## src/rtl/uart_pkg.sv

```systemverilog
// Shared definitions for the parameterised UART transmitter:
// FSM state encoding, parity mode codes and the default bit divider.
package uart_pkg;

   // 27 MHz system clock / 115200 baud
   localparam int unsigned DEF_CLK_DIV = 234;

   localparam int unsigned PAR_NONE = 0;
   localparam int unsigned PAR_ODD  = 1;
   localparam int unsigned PAR_EVEN = 2;

   typedef enum logic [2:0] {
      IDLE,
      START,
      DATA,
      PAR,
      STOP
   } tx_state_t;

endpackage

```

## src/rtl/uart_fifo.sv

```systemverilog
// Small synchronous FIFO with show-ahead read data.
// Ports: push/wdata write, pop advances rdata, full/empty/count status.
module uart_fifo #(
   parameter int unsigned WIDTH = 8,
   parameter int unsigned DEPTH = 4
) (
   input  logic                     clk,
   input  logic                     rst_n,
   input  logic                     push,
   input  logic [WIDTH-1:0]         wdata,
   input  logic                     pop,
   output logic [WIDTH-1:0]         rdata,
   output logic                     full,
   output logic                     empty,
   output logic [$clog2(DEPTH):0]   count
);

   localparam int unsigned AW = $clog2(DEPTH);
   localparam logic [AW:0] FULL_CNT = (AW+1)'(DEPTH);

   logic [WIDTH-1:0] mem [DEPTH];
   logic [AW-1:0]    wr_ptr;
   logic [AW-1:0]    rd_ptr;
   logic             do_push;
   logic             do_pop;

   assign full    = (count == FULL_CNT);
   assign empty   = (count == '0);
   assign do_push = push && !full;
   assign do_pop  = pop && !empty;
   assign rdata   = mem[rd_ptr];

   // DEPTH is a power of two, so pointers wrap by overflow
   always_ff @(posedge clk or negedge rst_n) begin
      if (!rst_n) begin
         wr_ptr <= '0;
         rd_ptr <= '0;
         count  <= '0;
      end else begin
         if (do_push) wr_ptr <= wr_ptr + 1'b1;
         if (do_pop)  rd_ptr <= rd_ptr + 1'b1;
         unique case ({do_push, do_pop})
            2'b10:   count <= count + 1'b1;
            2'b01:   count <= count - 1'b1;
            default: count <= count;
         endcase
      end
   end

   // storage needs no reset; empty/count guard stale entries
   always_ff @(posedge clk) begin
      if (do_push) mem[wr_ptr] <= wdata;
   end

endmodule

```

## src/rtl/uart_tx_param.sv

```systemverilog
// Parameterised UART transmitter: FIFO-buffered words, serialised as
// start, data LSB first, optional parity, stop. Ports: TX_DATA/TX_VALID/
// TX_READY push side, TX_OUT line, TX_BUSY and FIFO_COUNT status.
module uart_tx_param
   import uart_pkg::*;
#(
   parameter int unsigned CLK_DIV    = DEF_CLK_DIV,
   parameter int unsigned DATA_BITS  = 8,
   parameter int unsigned PARITY     = PAR_NONE,
   parameter int unsigned STOP_BITS  = 1,
   parameter int unsigned FIFO_DEPTH = 4
) (
   input  logic                          SYS_CLK,
   input  logic                          RST_N,
   input  logic [DATA_BITS-1:0]          TX_DATA,
   input  logic                          TX_VALID,
   output logic                          TX_READY,
   output logic                          TX_OUT,
   output logic                          TX_BUSY,
   output logic [$clog2(FIFO_DEPTH):0]   FIFO_COUNT
);

   if (CLK_DIV < 2 || CLK_DIV > 65535) begin : g_bad_div
      $fatal(1, "uart_tx_param: CLK_DIV out of range");
   end
   if (DATA_BITS < 5 || DATA_BITS > 9) begin : g_bad_bits
      $fatal(1, "uart_tx_param: DATA_BITS out of range");
   end
   if (PARITY > PAR_EVEN) begin : g_bad_par
      $fatal(1, "uart_tx_param: PARITY must be 0, 1 or 2");
   end
   if (STOP_BITS < 1 || STOP_BITS > 2) begin : g_bad_stop
      $fatal(1, "uart_tx_param: STOP_BITS must be 1 or 2");
   end
   if (FIFO_DEPTH < 2 || FIFO_DEPTH > 64 ||
       (FIFO_DEPTH & (FIFO_DEPTH - 1)) != 0) begin : g_bad_depth
      $fatal(1, "uart_tx_param: FIFO_DEPTH must be a power of two in 2..64");
   end

   localparam logic PAR_INV = (PARITY == PAR_ODD);

   tx_state_t            state;
   logic [15:0]          baud_cnt;
   logic [3:0]           bit_cnt;
   logic [DATA_BITS-1:0] shreg;
   logic                 par_bit;
   logic                 tx_q;
   logic [DATA_BITS-1:0] fifo_rdata;
   logic                 fifo_full;
   logic                 fifo_empty;
   logic                 bit_end;
   logic                 last_stop;
   logic                 pop;
   logic                 line;

   uart_fifo #(
      .WIDTH (DATA_BITS),
      .DEPTH (FIFO_DEPTH)
   ) u_fifo (
      .clk   (SYS_CLK),
      .rst_n (RST_N),
      .push  (TX_VALID),
      .wdata (TX_DATA),
      .pop   (pop),
      .rdata (fifo_rdata),
      .full  (fifo_full),
      .empty (fifo_empty),
      .count (FIFO_COUNT)
   );

   assign bit_end   = (baud_cnt == 16'(CLK_DIV - 1));
   assign last_stop = (bit_cnt == 4'(STOP_BITS - 1));

   // next word is taken when idle, or right as the final stop bit ends
   assign pop = !fifo_empty &&
                ((state == IDLE) ||
                 (state == STOP && bit_end && last_stop));

   always_comb begin
      line = 1'b1;
      unique case (state)
         START:   line = 1'b0;
         DATA:    line = shreg[0];
         PAR:     line = par_bit;
         default: line = 1'b1;
      endcase
   end

   always_ff @(posedge SYS_CLK or negedge RST_N) begin
      if (!RST_N) begin
         state    <= IDLE;
         baud_cnt <= '0;
         bit_cnt  <= '0;
         shreg    <= '0;
         par_bit  <= 1'b0;
         tx_q     <= 1'b1;
      end else begin
         tx_q <= line;
         if (state == IDLE || bit_end) baud_cnt <= '0;
         else                          baud_cnt <= baud_cnt + 1'b1;
         if (pop) begin
            state   <= START;
            bit_cnt <= '0;
            shreg   <= fifo_rdata;
            par_bit <= (^fifo_rdata) ^ PAR_INV;
         end else if (bit_end) begin
            unique case (state)
               START: begin
                  state   <= DATA;
                  bit_cnt <= '0;
               end
               DATA: begin
                  shreg <= shreg >> 1;
                  if (bit_cnt == 4'(DATA_BITS - 1)) begin
                     bit_cnt <= '0;
                     state   <= (PARITY == PAR_NONE) ? STOP : PAR;
                  end else begin
                     bit_cnt <= bit_cnt + 1'b1;
                  end
               end
               PAR: begin
                  state   <= STOP;
                  bit_cnt <= '0;
               end
               STOP: begin
                  if (last_stop) state   <= IDLE;
                  else           bit_cnt <= bit_cnt + 1'b1;
               end
               default: state <= state;
            endcase
         end
      end
   end

   assign TX_OUT   = tx_q;
   assign TX_BUSY  = (state != IDLE) || !fifo_empty;
   assign TX_READY = !fifo_full;

endmodule

```

## config.mk

```make
export PLATFORM = sky130hd
export DESIGN_NAME = uart_tx_param
export DESIGN_NICKNAME = d
export VERILOG_FILES = /design/src/rtl/uart_pkg.sv /design/src/rtl/uart_fifo.sv /design/src/rtl/uart_tx_param.sv
export SDC_FILE = /design/constraint.sdc
export NUM_CORES = 1
export LEC_CHECK = 0
export BUFFER_PORTS_ARGS = -buffer_cell sky130_fd_sc_hd__buf_2
export CAP_MARGIN = 0
export CELL_PAD_IN_SITES_DETAIL_PLACEMENT = 0
export CELL_PAD_IN_SITES_GLOBAL_PLACEMENT = 1
export CORE_MARGIN = 5
export CORE_UTILIZATION = 45
export CTS_CLUSTER_DIAMETER = 150
export DETAILED_ROUTE_END_ITERATION = 8
export PLACE_DENSITY_LB_ADDON = 0.1
export SYNTH_ARGS = -nofsm -noshare
export SYNTH_HDL_FRONTEND = slang
export SYNTH_HIERARCHICAL = 1
export SYNTH_SLANG_ARGS = --single-unit
```

## constraint.sdc

```tcl
create_clock -name SYS_CLK -period 7.3 [get_ports SYS_CLK]
set_clock_uncertainty 0.1 [all_clocks]
set_input_delay 1.095 -clock SYS_CLK [delete_from_list [all_inputs] [get_ports SYS_CLK]]
set_output_delay 1.095 -clock SYS_CLK [all_outputs]
set_load 0.03 [all_outputs]
```

# Word-level counts from Yosys, hierarchy flattened
# Memory sizes are Yosys's and may differ from the RTL's.
# Cells that the tools add are included.
# totals
word_cells	70
ff_bits	40
ram_bits	32
input_bits	11
output_inout_bits	6
n_memories	1
# op_classes
mux	18
eq_ne	12
reduce_logical	24
add_sub_neg	6
# mem_list
name	words	word_bits	read_ports	rd_clocked_by_memory_dff	wr	line_no	text
u_fifo.mem	4	8	1	0	1	uart_fifo.sv:21	logic [WIDTH-1:0] mem [DEPTH];
# ops
cell	n
two-way mux 8 bit	3
adder 16 x 1 -> 16 bit, second input constant	1
equality test 16 x 8 -> 1 bit, second input constant	1
two-way mux 16 bit	1
two-way mux 4 bit	4
two-way mux 3 bit	4
case mux 3 bit (4 select lines)	1
case mux 4 bit (3 select lines)	1
inequality test 3 x 2 -> 1 bit, second input constant	3
parity 8 bit	1
equality test 3 x 2 -> 1 bit, second input constant	2
equality test 3 bit, second input constant	2
logical NOT 3 bit	2
case mux 3 bit (2 select lines)	1
nonzero test 2 bit	3
logical AND 1 bit	5
nonzero test 5 bit	1
adder 2 x 1 -> 2 bit, second input constant	2
adder 4 x 1 -> 4 bit, second input constant	1
equality test 4 x 3 -> 1 bit, second input constant	1
logical NOT 4 bit	1
AND reduction 4 bit	1
nonzero test 4 bit	1
adder 3 x 1 -> 3 bit, second input constant	1
other kinds (12)	16

# Depth between registers and ports, before layout
# Gate-level depths: netlist of run 1.
# depth
ltp_word	8
ltp_mapped	15
mapped_depth_nobuf	13

# Cells and area by module
# The synthesis of run 1 kept the hierarchy.
# by_module_without_submodules
module	cells_per_inst	area_each_um2	seq_area_each_um2	n_inst
uart_tx_param	193	1839.3	827.0	1
uart_fifo	80	1584.0	1136.1	1

# Worst setup path before layout of run 1
# OpenSTA, ideal clock, no wires.
# synth_timing
path_kind	register to register
startpoint	register bit_cnt[0]
endpoint	register u_fifo.count[2]
required_ns	7.119
setup_time_ns	0.081
period_less_slack_ns	3.000
slack_ns	4.300
path_buffers	1
path_stages_with_launch	15
arrival_time_ns	2.819
path_cell_list	dfrtp_1 > inv_1 > ha_1 > or3b_1 > a2111oi_2 > o21ai_1 > buf_2 > inv_2 > o31a_2 > ha_1 > inv_1 > fa_1 > xor2_1 > nor2_1 > xor2_1
# synth_between
elab_chain_len	7
elab_cells_between_ends	9
cone_classes	eq/ne: 2; mux: 1; reduce/logical: 6
# synth_rtl
element	line_no	text
from (decl)	uart_tx_param.sv:44	logic [3:0] bit_cnt;
from (signal assigned)	uart_tx_param.sv:118	bit_cnt <= bit_cnt + 1'b1;
from (signal assigned)	uart_tx_param.sv:127	else bit_cnt <= bit_cnt + 1'b1;
logical NOT 4 bit (*)	uart_tx_param.sv:72	assign last_stop = (bit_cnt == 4'(STOP_BITS - 1));
logical AND 1 bit (*)	uart_tx_param.sv:77	(state == STOP && bit_end && last_stop));
logical OR 1 bit (*)	uart_tx_param.sv:76	((state == IDLE) ||
logical AND 1 bit (*)	uart_tx_param.sv:75	assign pop = !fifo_empty &&
net pop	uart_tx_param.sv:53	logic pop;
logical AND 1 bit (*)	uart_fifo.sv:30	assign do_pop = pop && !empty;
net u_fifo.do_pop	uart_fifo.sv:25	logic do_pop;
equality test 2 x 1 -> 1 bit / equality test 2 bit (equally long branches)	uart_fifo.sv:42	unique case ({do_push, do_pop})
case mux 3 bit (2 select lines) / nonzero test 2 bit (equally long branches)	-	
to (signal assigned)	uart_fifo.sv:43	2'b10: count <= count + 1'b1;
to (signal assigned)	uart_fifo.sv:44	2'b01: count <= count - 1'b1;
to (signal assigned)	uart_fifo.sv:45	default: count <= count;
to (decl)	uart_fifo.sv:15	output logic [$clog2(DEPTH):0] count
# Mark *: on every way through the listed nets, which the timed path passes. The rest lies on a longest branch.
# A chain may end at the register's enable or synchronous reset.

# Worst setup path in the final report of run 1
# Ends and elaborated chain as after synthesis.

==> results.txt, run 1 <==
The max capacitance violation total came out at 0. The wire length of the first global-routing pass is 10100 um. The cell taking the most area after synthesis is sky130_fd_sc_hd__dfrtp_1. By area the synthesized netlist is led by sky130_fd_sc_hd__dfrtp_1, sky130_fd_sc_hd__edfxtp_1, sky130_fd_sc_hd__mux4_2.

After synthesis, the netlist uses 49 different library cells. The min-delay analysis places its worst path in the category flop to flop. The H-tree was split into 3 levels. The final number of max-transition violations was 0. For this run, design rule violations remaining after detail routing come to 0.

The largest single stage delay on the critical path is 410 ps. Headroom to the max-slew limit came out at 40.4%. The number of hold-slack violations in the final timing report came out at 0.

The count of clock tree sinks came out at 72. The placeable core area is 0.00733 sq mm. The die outline width is 97.2 um.

The final routed wirelength across all metal layers is 5730 um. Fill cells in the final layout number 668. Once detailed placement completed, the half-perimeter wirelength came to 3960 um. The via count of the first global-routing pass came to 2074. Dividing the detail-routed wire length by the instance count gives 14.5 um. On the final layout, the worst hold slack is 405 ps. The number of standard cells after synthesis is 273. The post-synth design cell area is 0.00342 sq mm.

The peak supply drop came out at 150 uV. The share of total power in combinational logic is 17.3%. The total inserted antenna cells is 0. The number of antenna violations at the first check in global routing came out at 0. The worst setup path is captured at a flop. The synthesized area divided by synthesized cell count is 12.5 sq um. The worst-margin pin slew came out at 894 ps. Leaving out fill and tap cells, the most frequent cells in the layout are sky130_fd_sc_hd__dfrtp_1, sky130_fd_sc_hd__edfxtp_1, sky130_fd_sc_hd__nor2_1.

The layout cell share with drive strength beyond 1 is 18.3%. Net switching is 27.2% of the power. The required time at the worst-slack endpoint is 7460 ps. The flow ran to the end, and the final reports show no timing, DRC or antenna violations.

Buffers inserted during clock tree synthesis total 9. In the synthesized netlist the dominant register cell turns out to be sky130_fd_sc_hd__dfrtp_1. The final count of negative-setup-slack endpoints is 0. The cell at the root of the clock tree is sky130_fd_sc_hd__clkbuf_8. During synthesis, Yosys emitted a total of 6 warnings. The signal on the critical path passes through inv_1 -> ha_1 -> or3b_1 -> a2111oi_2 -> o21ai_1 -> buf_4 -> inv_2 -> o31a_2 -> ha_1 -> inv_1 -> fa_1 -> xor2_1 -> nor2_1 -> xor2_1. The count of nets left with antenna violations after detail routing came out at 0. For the finished layout, the period the worst path requires is 3200 ps. The via-per-instance ratio is 5.09. The die height is 97.2 um. The clock latency of the later-clocked register in the worst-skew pair came out at 340 ps.

The family of cells with the greatest summed delay on the critical path is compound AO/OA/AOI/OAI gates. TritonCTS built the clock tree. In this run the worst path has a maximum fanout of 20. The total die area is 0.00945 sq mm. In the final layout, flip-flops and latches occupy 0.00196 sq mm. The clock transition at the registers of the reported paths came out at 70 ps.

The final standard cell utilization of the core came out at 51.5%. Synthesis inferred 72 register bits. The number of flops mapped to enable cells by yosys came out at 32. During I/O placement, the number of pins put on the boundary was 17. The layout overhead on the synthesized area is 10.2%.

The number of placement rows is 31. The nature of the critical path startpoint is a flop. The fraction of registers with async set or reset after synthesis is 55.6%. The area of the multi-input gates is 0.00135 sq mm. The switching power is 0.266 mW. The share of total power in sequential cells came out at 51.7%. Setup repair after global routing left no endpoint under its margin. Excluding fillers, the count of instances in the completed layout stands at 394. The portion of total power attributed to the clock network is 31.1%.

Including well taps, the total number of placed cells is 378. The number of DRC markers after the initial detailed-route iteration came out at 64. The peak clock frequency supported by timing came out at 312 MHz.

The total grt overflow came out at 0. For this design, the slowest cell found on the critical path is sky130_fd_sc_hd__dfrtp_1. The worst setup path is of the flop to flop kind.

Entering global routing, the biggest net connects 41 pins. Leaving out fill and tap cells, the most frequent cell in the layout is sky130_fd_sc_hd__dfrtp_1. The detailed router placed 2005 vias in this run. The arrival time of data at the critical path endpoint is 3360 ps. The portion of the clock cycle consumed by the worst path in the final layout is 43.8%. The first detailed-routing pass took 4 iterations. The setup TNS is 0 ps. At the end of routability-driven placement, the weighted congestion stood at 0.758. The combined buffer and inverter count along the critical path is 4. The hold buffer count at cts came out at 0. The internal power consumption is 0.712 mW. The share of the yosys chip area belonging to registers came out at 57.3%. The number of setup buffers added after CTS came out at 0. Once the floorplan was initialized, standard cells occupied 46.7% of the core. The number of nets produced by synthesis is 294. The final-stage net count is 311. The total track usage is 13.3%. The clock passes through at most 2 buffers.

The number of port buffers came out at 16. The total power divided by cell area came out at 259 mW/mm^2. The number of instances resized during post-cts repair is 0. Summed over all cells, the static leakage comes to 1.61 nW. The top cell type's share of synthesized area came out at 28.5%.
[sequential cells by signal, summed over array words and instances (netlist names)]
| signal | count |
|---|---|
| u_fifo/mem | 32 |
| baud_cnt | 16 |
| shreg | 8 |
| bit_cnt | 4 |
| state | 3 |
| u_fifo/count | 3 |
| u_fifo/rd_ptr | 2 |
| u_fifo/wr_ptr | 2 |
| TX_OUT | 1 |
| par_bit | 1 |
[final timing paths]
check                                        from                     endpoint  slack, ps  cells after the start
max                        bit_cnt[0]$_DFFE_PN0P_  u_fifo/count[2]$_DFFE_PN0P_       4100                     14
min                           par_bit$_DFFE_PN0N_          par_bit$_DFFE_PN0N_        400                      2
max reg2reg                bit_cnt[0]$_DFFE_PN0P_  u_fifo/count[2]$_DFFE_PN0P_       4100                     14
min reg2reg                   par_bit$_DFFE_PN0N_          par_bit$_DFFE_PN0N_        400                      2
max in group asynchronous                   RST_N         shreg[2]$_DFFE_PN0P_       5750                      1
min in group asynchronous                   RST_N        baud_cnt[6]$_DFF_PN0_        770                      1
[metrics by stage]
stage	setup slack, ps	power (mW)	area, sq um
floorplan	4300	0.632	3420
global placement	4170	0.682	3580
detailed placement	4110	0.688	3580
CTS	4090	0.996	3770
global route	3880	1.04	3770
finish	4100	0.978	3770
[worst register-to-register path: cells and delay by family, from the launching register on]
kind | cells | cell delay (ps)
and+or+nand+nor | 2 | 510
adders and majority gates | 3 | 680
buffers and inverters | 4 | 440
xor gates and xnor gates | 2 | 300
AOI/OAI and AO/OA | 3 | 700
DFF | 1 | 410
[area by class of cell]
type,instances,share of cell area [%]
Inverter,15,1.49
Tap cell,99,3.28
Clock buffer,14,4.91
Sequential cell,72,52.0
Multi-Input combinational cell,175,35.7
Clock inverter,2,0.265
Timing Repair Buffer,17,2.32
[cells in the mapped netlist, drive strengths merged, types with 3 or more instances]
cell    instances
xnor2          15
xor2           11
inv            15
and4            4
nand4           3
nand2          13
ha              9
a21oi          13
mux2i           9
o31ai           3
edfxtp         32
and3            8
nand3          15
dfrtp          39
nor2           31
o21ai           7
nor3            4
mux4            8
buf             9
[cells by family (layout without fill, tap and decap cells)]
group                    count (synthesis)  count (layout)  synth area share (%)
flip-flops                              72              72                  57.3
AO/OA/AOI/OAI                           29              29                  5.34
multiplexers                            18              18                  8.33
buffers and inverters                   26              48                  3.29
XOR/XNOR                                26              26                  6.65
adder cells (fa/ha/maj)                 10              10                  3.87
AND/OR/NAND/NOR                         92              92                  15.2
[layer usage]
layer,track usage (%),vias to the layer above,part of all wire [%]
li1,-,1009,-
met1,18.0,962,49
met2,19.9,23,47
met3,3.16,11,2.4
met4,6.71,0,2.0
met5,0,-,0
[power groups by stage]
stage                     Combinational, mW  Sequential [mW]  Clock [mW]
after detailed placement              0.174            0.514           0
after global placement                0.170            0.511           0
after CTS                             0.174            0.506       0.316
after global routing                  0.190            0.510       0.340
final                                 0.169            0.505       0.304
after floorplan                       0.110            0.522           0
Note: power is estimated with default switching activity, not from simulation.
==> run 2: changes to the inputs <==
==> constraint.sdc (replaced) <==
create_clock -name SYS_CLK -period 2.8 [get_ports SYS_CLK]
set_clock_uncertainty 0.1 [all_clocks]
set_input_delay 0.42 -clock SYS_CLK [delete_from_list [all_inputs] [get_ports SYS_CLK]]
set_output_delay 0.42 -clock SYS_CLK [all_outputs]
set_load 0.03 [all_outputs]
==> run 2 against run 1 <==
- critical path depth is 1 lower
- combinational power grew to 3.1 times the previous value
- hold slack got worse by 300 ps
- non-clock buffer count grew 23
- register-to-register slack lost 4000 ps
- global-route usage about the same
- clock power grew to 2.9 times the previous value
- wire length up 2.6%
- die area is the same
- critical endpoint unchanged
- largest cell class unchanged
- highest routed layer unchanged
==> results.txt, run 2 (synthesis results as in run 1) <==
The run finished with clean final reports. The shortest period the worst path allows came to 2730 ps (-475 ps). The pin count of the biggest net entering global routing came out at 41 (unchanged). The final routed wirelength across all metal layers came out at 5880 um (+2.6%).

Compared with the post-synthesis result, the final layout area differs by 17.4%. The required time at the worst-slack endpoint came out at 2950 ps (-4510 ps). The number of cells traversed by the worst register-to-register path is 13 (-1). The number of hold-slack violations in the final timing report came out at 0 (unchanged). The final count of negative-setup-slack endpoints came out at 0 (unchanged). The max capacitance violation total is 0 (unchanged). The critical path goes through inv_2 -> ha_4 -> or3b_4 -> a2111oi_4 -> o21ai_2 -> inv_2 -> o31a_4 -> ha_4 -> inv_2 -> fa_2 -> xor2_1 -> nor2_1 -> xor2_1. The worst-margin pin slew came out at 901 ps (+6.44 ps). The number of DRC markers after the initial detailed-route iteration came to 62 (-3.1%). The total track usage is 13.3% (+0.041 points). The count of clock tree sinks is 72 (unchanged).

The initial cell density of the core came to 46.7% (unchanged). The wire length per cell after detailed routing is 14.1 um (-3.0%). The peak supply drop is 416 uV (+180%). The die height is 97.2 um (unchanged).

The number of clock buffers inserted by TritonCTS is 9 (unchanged). The remaining max-slew budget at the tightest pin came out at 39.9% (-0.43 points). The clock latency of the later-clocked register in the worst-skew pair is 330 ps (about the same).

For this design, the slowest cell found on the critical path is sky130_fd_sc_hd__dfrtp_1. The final number of max-transition violations came out at 0 (unchanged). The hold buffer count at cts is 0 (unchanged). The total inserted antenna cells is 0 (unchanged).

The final-stage net count is 334 (+7.4%). The detailed-route DRC error count was 0 (unchanged). The number of filler instances in the final layout is 632 (-5.4%). The count of TritonRoute iterations in the first routing pass came to 4 (unchanged).

The largest registers in the layout are u_fifo/mem x32, baud_cnt x16, shreg x8. TritonCTS built the clock tree. The post-route standard cell area excluding fillers came out at 0.00402 sq mm (+6.5%). The total power divided by cell area came out at 669 mW/mm^2 (+160%).

The cell sitting at the root of the clock tree is a sky130_fd_sc_hd__clkbuf_8. The top cell types in the final layout, fill and taps aside, are sky130_fd_sc_hd__dfrtp_1, sky130_fd_sc_hd__edfxtp_1, sky130_fd_sc_hd__nor2_1. The worst setup path is of the flop to flop kind.

The peak clock frequency supported by timing is 367 MHz (+17%). The maximum count of clock buffers along a single path is 2 (unchanged). The weighted congestion reported at the end of routability-driven placement is 0.761 (+0.32%). The nature of the critical path startpoint is a flop. The layout cell share with drive strength beyond 1 is 26.4% (+8.1 points). The via count of the first global-routing pass came to 2121 (+2.3%). In this design, the critical path's most frequently occurring cell is sky130_fd_sc_hd__inv_2.

The count of nets left with antenna violations after detail routing is 0 (unchanged). The number of placement rows came out at 31 (unchanged). The arrival time of data at the critical path endpoint was 2880 ps (-480 ps).

The total die area is 0.00945 sq mm (unchanged). The clock transition at the registers of the reported paths came out at 80 ps (about the same). The routing usage on met3 came out at 3.45% (+0.29 points).

The met2 capacity usage during global routing is 20.6% (+0.74 points). The number of port buffers is 16 (unchanged). The cell area after placement is 0.00370 sq mm (+3.4%). The total number of vias is 2113 (+5.4%). The longest individual stage delay on the worst path came out at 390 ps (-20 ps).

The placeable core area is 0.00733 sq mm (unchanged). The via-per-instance ratio was 5.07 (-0.43%). The most common library cell in the layout ignoring fill and taps is sky130_fd_sc_hd__dfrtp_1. The final standard cell utilization of the core came to 54.8% (+3.3 points). The worst hold path class is input pin to asynchronous set/reset pin. The total design power is 2.69 mW (+170%). The total grt overflow was 0 (unchanged). The reg-to-reg critical path endpoint is u_fifo/count[2]$_DFFE_PN0P_.

The routing layer with the top usage in global route is met2. The HPWL after detailed placement came out at 4060 um (+2.5%). The die outline width came out at 97.2 um (unchanged). The slack of the worst reg-to-reg path is 70 ps (-4030 ps).

The portion of the clock cycle consumed by the worst path in the final layout was 97.3% (+54 points). STA classifies the critical path endpoint as a flop. The number of antenna violations at the first check in global routing came out at 0 (unchanged). The met1 global-route usage is 17.8% (-0.14 points). The static leakage is 1.73 nW (+7.6%). The number of flip-flops in the largest register came to 32 (unchanged). The maximum fanout along the worst path is 2 (-90%). The CTS H-tree depth came out at 3 (unchanged). Ranked by flip-flop count, first place goes to u_fifo/mem. The wire length of the first global-routing pass was 10200 um (+0.75%). The I/O pin count was 17 (unchanged). Setup repair after global routing could not meet its margin everywhere. In this run the critical register-to-register path is launched from bit_cnt[1]$_DFFE_PN0P_.
==> run 2: cell types whose count changed in the layout (fill, tap and decap cells not counted), moves of 2 or more <==
cell,previous run,this run
sky130_fd_sc_hd__inv_2,1,4
sky130_fd_sc_hd__clkinv_2,2,0
sky130_fd_sc_hd__inv_1,14,11
sky130_fd_sc_hd__clkinv_1,0,2
sky130_fd_sc_hd__bufinv_16,0,2
sky130_fd_sc_hd__clkbuf_16,2,0
sky130_fd_sc_hd__ha_4,0,2
sky130_fd_sc_hd__ha_1,9,7
sky130_fd_sc_hd__buf_4,1,24
==> run 2: worst max path at each step <==
stage               slack [ps]              startpoint  cells after the start                     endpoint
finish                      70  bit_cnt[1]$_DFFE_PN0P_                     13  u_fifo/count[2]$_DFFE_PN0P_
global route               -60  bit_cnt[0]$_DFFE_PN0P_                     13  u_fifo/count[2]$_DFFE_PN0P_
CTS                        -10  bit_cnt[1]$_DFFE_PN0P_                     13  u_fifo/count[2]$_DFFE_PN0P_
detailed placement         -30  bit_cnt[0]$_DFFE_PN0P_                     13  u_fifo/count[2]$_DFFE_PN0P_
global placement            60  bit_cnt[0]$_DFFE_PN0P_                     13  u_fifo/count[2]$_DFFE_PN0P_
floorplan                  -20  bit_cnt[0]$_DFFE_PN0P_                     14  u_fifo/count[2]$_DFFE_PN0P_
==> run 2: worst max-delay path, delay by kind of cell, from the launching register on <==
| family | cells | cell delay, ps |
|---|---|---|
| AO/OA/AOI/OAI | 3 | 590 |
| adder cells (fa/ha/maj) | 3 | 580 |
| AND/OR/NAND/NOR | 2 | 510 |
| flip-flops | 1 | 390 |
| XOR/XNOR | 2 | 310 |
| buffers and inverters | 3 | 180 |
==> run 2: metrics by stage <==
stage	std cells	hold WS [ps]	setup TNS [ps]	setup slack, ps
after floorplan	273	24.4	-18.6	-18.6
after global placement	389	375	0	59.7
after detailed placement	389	391	-34.9	-34.9
after CTS	414	137	-9.58	-9.58
after global routing	417	177	-60.9	-60.9
final	417	106	0	74.3
==> run 2: final cells by class <==
cell class / instances / area, sq um / area share [%]
Sequential cell: 72 / 1960 / 48.9
Multi-Input combinational cell: 175 / 1400 / 34.9
Timing Repair Buffer: 40 / 260 / 6.48
Clock buffer: 12 / 145 / 3.61
Tap cell: 99 / 124 / 3.08
Clock inverter: 4 / 67.6 / 1.68
Inverter: 15 / 56.3 / 1.40
==> run 2: layer usage <==
layer  vias to the layer above  wire [um]
met5                         -          0
met4                         0         76
met3                         7        176
met2                        25       2810
met1                      1023       2810
li1                       1058          -
==> run 2: power breakdown <==
| group | internal (mW) | total [mW] | switching (mW) |
|---|---|---|---|
| combinational | 0.223 | 0.521 | 0.298 |
| sequential | 1.25 | 1.29 | 0.0429 |
| clock | 0.522 | 0.876 | 0.355 |
==> run 2: repair_timing <==
item,4_1_cts,5_1_grt
cloned,0,0
pin swaps,6,5
resized for setup,6,0
setup buffers,9,3
endpoints found under the setup margin,1,1
==> run 3: changes to the inputs <==
--- a/config.mk
+++ b/config.mk
@@ -16,5 +16,4 @@
 export PLACE_DENSITY_LB_ADDON = 0.1
 export SYNTH_ARGS = -nofsm -noshare
 export SYNTH_HDL_FRONTEND = slang
-export SYNTH_HIERARCHICAL = 1
 export SYNTH_SLANG_ARGS = --single-unit
==> run 3 against run 2 <==
- hold slack lost 15 ps
- clock power is 9.6% lower
- cell area is 5.8% lower
- wire length down 3.5%
- sequential share of layout area is 3.0 points higher
- non-clock buffer count is 17 lower
- die area shrank 0.76%
- maximum frequency up 12%
- utilization down 2.9 points
==> results.txt, run 3 <==
The number of placement rows came to 31 (unchanged). The shortest period the worst path allows is 2430 ps (-294 ps). The number of setup buffers added after CTS was 0 (-9). The layout cell share with drive strength beyond 1 is 20.5% (-5.9 points). The number of hold-slack violations in the final timing report is 0 (unchanged). The critical path capture point type is a flop. The total design power is 3.47 mW (+29%). The number of flops mapped to enable cells by yosys came out at 32 (unchanged). The flip-flop cell with the highest count after synthesis is sky130_fd_sc_hd__dfrtp_1.

The run finished with clean final reports. The total inserted antenna cells is 0 (unchanged). The count of nets left with antenna violations after detail routing came out at 0 (unchanged).

The number of port buffers came out at 16 (unchanged). The number of flip-flops in the largest register is 32 (unchanged). The total number of vias came out at 1999 (-5.4%). The most flop-heavy register is u_fifo.mem. The number of cells traversed by the worst register-to-register path came out at 10 (-3). The total die area is 0.00938 sq mm (-0.76%). The number of synthesis warnings came out at 0 (-6). The HPWL after detailed placement was 4010 um (-1.2%). The initial cell density of the core is 46.6% (-0.15 points). The total track usage is 12.8% (-0.48 points). The clock latency of the later-clocked register in the worst-skew pair is 350 ps (+20 ps). The slack of the worst reg-to-reg path came out at 370 ps (+290 ps). The max capacitance violation total is 0 (unchanged). The total grt overflow is 0 (unchanged).

The static leakage came out at 1.59 nW (-8.4%). The portion of the clock cycle consumed by the worst path in the final layout came to 86.8% (-11 points). The setup TNS came out at 0 ps (unchanged). The total power divided by cell area came out at 916 mW/mm^2 (+37%). In the synthesized netlist, the cells that appear most often are sky130_fd_sc_hd__dfrtp_1, sky130_fd_sc_hd__edfxtp_1, sky130_fd_sc_hd__nand2_1. The synthesized area divided by synthesized cell count was 12.7 sq um (+1.0%). The via count of the first global-routing pass is 2022 (-4.7%).

The via-per-instance ratio came out at 5.05 (-0.38%). The root buffer cell chosen for the clock tree is sky130_fd_sc_hd__clkbuf_8. The post-synth design cell area is 0.00339 sq mm (-0.84%).

The critical path in this run is classified as flop to flop. The final standard cell utilization of the core came out at 51.9% (-2.9 points). The worst register-to-register path begins at baud_cnt[0]$_DFF_PN0_. The die height is 96.9 um (-0.38%). Setup repair after global routing left no endpoint under its margin.

The hold buffer count at cts is 0 (unchanged). The largest registers in the layout are u_fifo.mem x32, baud_cnt x16, shreg x8. The synthesized design spends more area on one cell type than any other, namely sky130_fd_sc_hd__dfrtp_1. The worst hold path belongs to the class input pin to asynchronous set/reset pin. The final count of negative-setup-slack endpoints came to 0 (unchanged).

Yosys attributes the largest share of cell area to sky130_fd_sc_hd__dfrtp_1, sky130_fd_sc_hd__edfxtp_1, sky130_fd_sc_hd__mux4_2. The number of nets produced by synthesis is 289 (-1.7%). The final setup slack of the worst path came out at 368 ps (+294 ps). Leaving out fill and tap cells, the most frequent cell in the layout is sky130_fd_sc_hd__dfrtp_1. The top cell type's share of synthesized area is 28.8% (+0.24 points). The wire length of the first global-routing pass came out at 9720 um (-4.5%).

The number of clock buffers inserted by TritonCTS is 9 (unchanged). The final-stage net count came out at 313 (-6.3%). The pin count of the biggest net entering global routing is 41 (unchanged). The remaining max-slew budget at the tightest pin was 39.9% (about the same). The required time at the worst-slack endpoint is 2940 ps (about the same). The worst-margin pin slew is 901 ps (+0.261 ps). The I/O pin count came out at 17 (unchanged). The detailed-route DRC error count is 0 (unchanged). The most common cell in the synthesized netlist is sky130_fd_sc_hd__dfrtp_1.

The placeable core area is 0.00729 sq mm (-0.53%). The maximum fanout along the worst path came out at 5 (+3). The CTS H-tree depth was 3 (unchanged).

The post-route standard cell area excluding fillers is 0.00378 sq mm (-5.8%). The fraction of registers with async set or reset after synthesis came to 55.6% (unchanged). The layout overhead on the synthesized area is 11.5%.

The clock transition at the registers of the reported paths came to 90 ps (about the same). The count of TritonRoute iterations in the first routing pass is 4 (unchanged). The peak supply drop was 435 uV (+4.5%).

The arrival time of data at the critical path endpoint came out at 2570 ps (-310 ps). The synthesis-stage register bit count came to 72 (unchanged). The count of clock tree sinks was 72 (unchanged).

The share of the yosys chip area belonging to registers came out at 57.8% (+0.49 points). TritonCTS built the clock tree. Leaving out fill and tap cells, the most frequent cells in the layout are sky130_fd_sc_hd__dfrtp_1, sky130_fd_sc_hd__edfxtp_1, sky130_fd_sc_hd__nand2_1.

The worst register-to-register path ends at u_fifo.count[2]$_DFFE_PN0P_. The number of standard cells after synthesis came out at 268 (-1.8%). The number of antenna violations at the first check in global routing came out at 0 (unchanged). The die outline width came out at 96.9 um (-0.38%).

The number of instances resized during post-cts repair came out at 0 (-6). The cell area after placement was 0.00359 sq mm (-3.0%). The count of unique library cells instantiated by Yosys came out at 49 (unchanged). The weighted congestion reported at the end of routability-driven placement is 0.704 (-7.4%). The maximum count of clock buffers along a single path came to 2 (unchanged).

The final routed wirelength across all metal layers came to 5670 um (-3.5%). The peak clock frequency supported by timing was 411 MHz (+12%). The nature of the critical path startpoint is a flop. The worst slack at placement is 340 ps (+374 ps). The number of DRC markers after the initial detailed-route iteration came out at 68 (+9.7%). The final number of max-transition violations is 0 (unchanged).

The wire length per cell after detailed routing is 14.3 um (+1.6%). The start point of the critical path is baud_cnt[0]$_DFF_PN0_.
-- run 3: changes by cell type after synthesis, sizes merged, moves of 3 or more --
| cell | previous run | this run |
|---|---|---|
| inv | 15 | 11 |
| nand2 | 13 | 24 |
| nand3 | 15 | 12 |
| o21ai | 7 | 14 |
| nor2 | 31 | 22 |
| a21oi | 13 | 6 |
-- run 3: critical path, cell delays in order (launching register included) --
cell and delay (ps):
sky130_fd_sc_hd__dfrtp_1 430, sky130_fd_sc_hd__ha_1 200, sky130_fd_sc_hd__nor4bb_1 110, sky130_fd_sc_hd__and4_1 210, sky130_fd_sc_hd__a22oi_2 200, sky130_fd_sc_hd__inv_1 90, sky130_fd_sc_hd__ha_1 240, sky130_fd_sc_hd__fa_1 380
sky130_fd_sc_hd__xnor2_1 160, sky130_fd_sc_hd__nor2_1 60, sky130_fd_sc_hd__xor2_1 130
-- run 3: kinds of logic after synthesis --
kind of cell | after synthesis | share of synthesized area (%)
compound gates | 31 | 6.08
xor+xnor | 26 | 6.71
simple gates | 91 | 14.3
flops | 72 | 57.8
fa+ha+maj | 10 | 3.91
mux | 17 | 8.00
buf+inv | 21 | 3.21
-- run 3: per-layer routing --
layer  vias to the layer above  track usage (%)  wire length [um]
met1                       963             16.1              2650
met5                         -                0                 0
li1                       1007                -                 -
met2                        24             20.5              2790
met4                         0             4.97                40
met3                         5             4.24               190
-- run 3: cell type report --
class / instances / area, sq um
clock inverter: 7 / 71.3
fill: 668 / 3510
sequential: 72 / 1960
clock buffer: 9 / 124
timing repair buffer: 23 / 133
inverter: 11 / 41.3
tap: 99 / 124
multi-input combinational: 175 / 1330
-- run 3: worst max path at each step --
stage / depth (start not counted) / to / slack, ps
global route: 10 / u_fifo.count[2]$_DFFE_PN0P_ / 210
detailed placement: 10 / u_fifo.count[2]$_DFFE_PN0P_ / 340
global placement: 10 / u_fifo.count[2]$_DFFE_PN0P_ / 380
CTS: 10 / u_fifo.count[2]$_DFFE_PN0P_ / 330
floorplan: 12 / u_fifo.count[2]$_DFFE_PN0P_ / 100
finish: 10 / u_fifo.count[2]$_DFFE_PN0P_ / 370
-- run 3: per-stage QoR --
| stage | cells | hold WS, ps |
|---|---|---|
| after floorplan | 268 | 24.4 |
| after global placement | 380 | 368 |
| after detailed placement | 380 | 379 |
| after CTS | 396 | 113 |
| after global routing | 396 | 159 |
| final | 396 | 91.1 |
-- run 3: power by group --
| part | total (mW) | internal (mW) | switching, mW |
|---|---|---|---|
| sequential | 1.60 | 1.37 | 0.222 |
| clock | 0.792 | 0.347 | 0.445 |
| combinational | 1.08 | 0.530 | 0.549 |
| total | 3.47 | 2.25 | 1.22 |
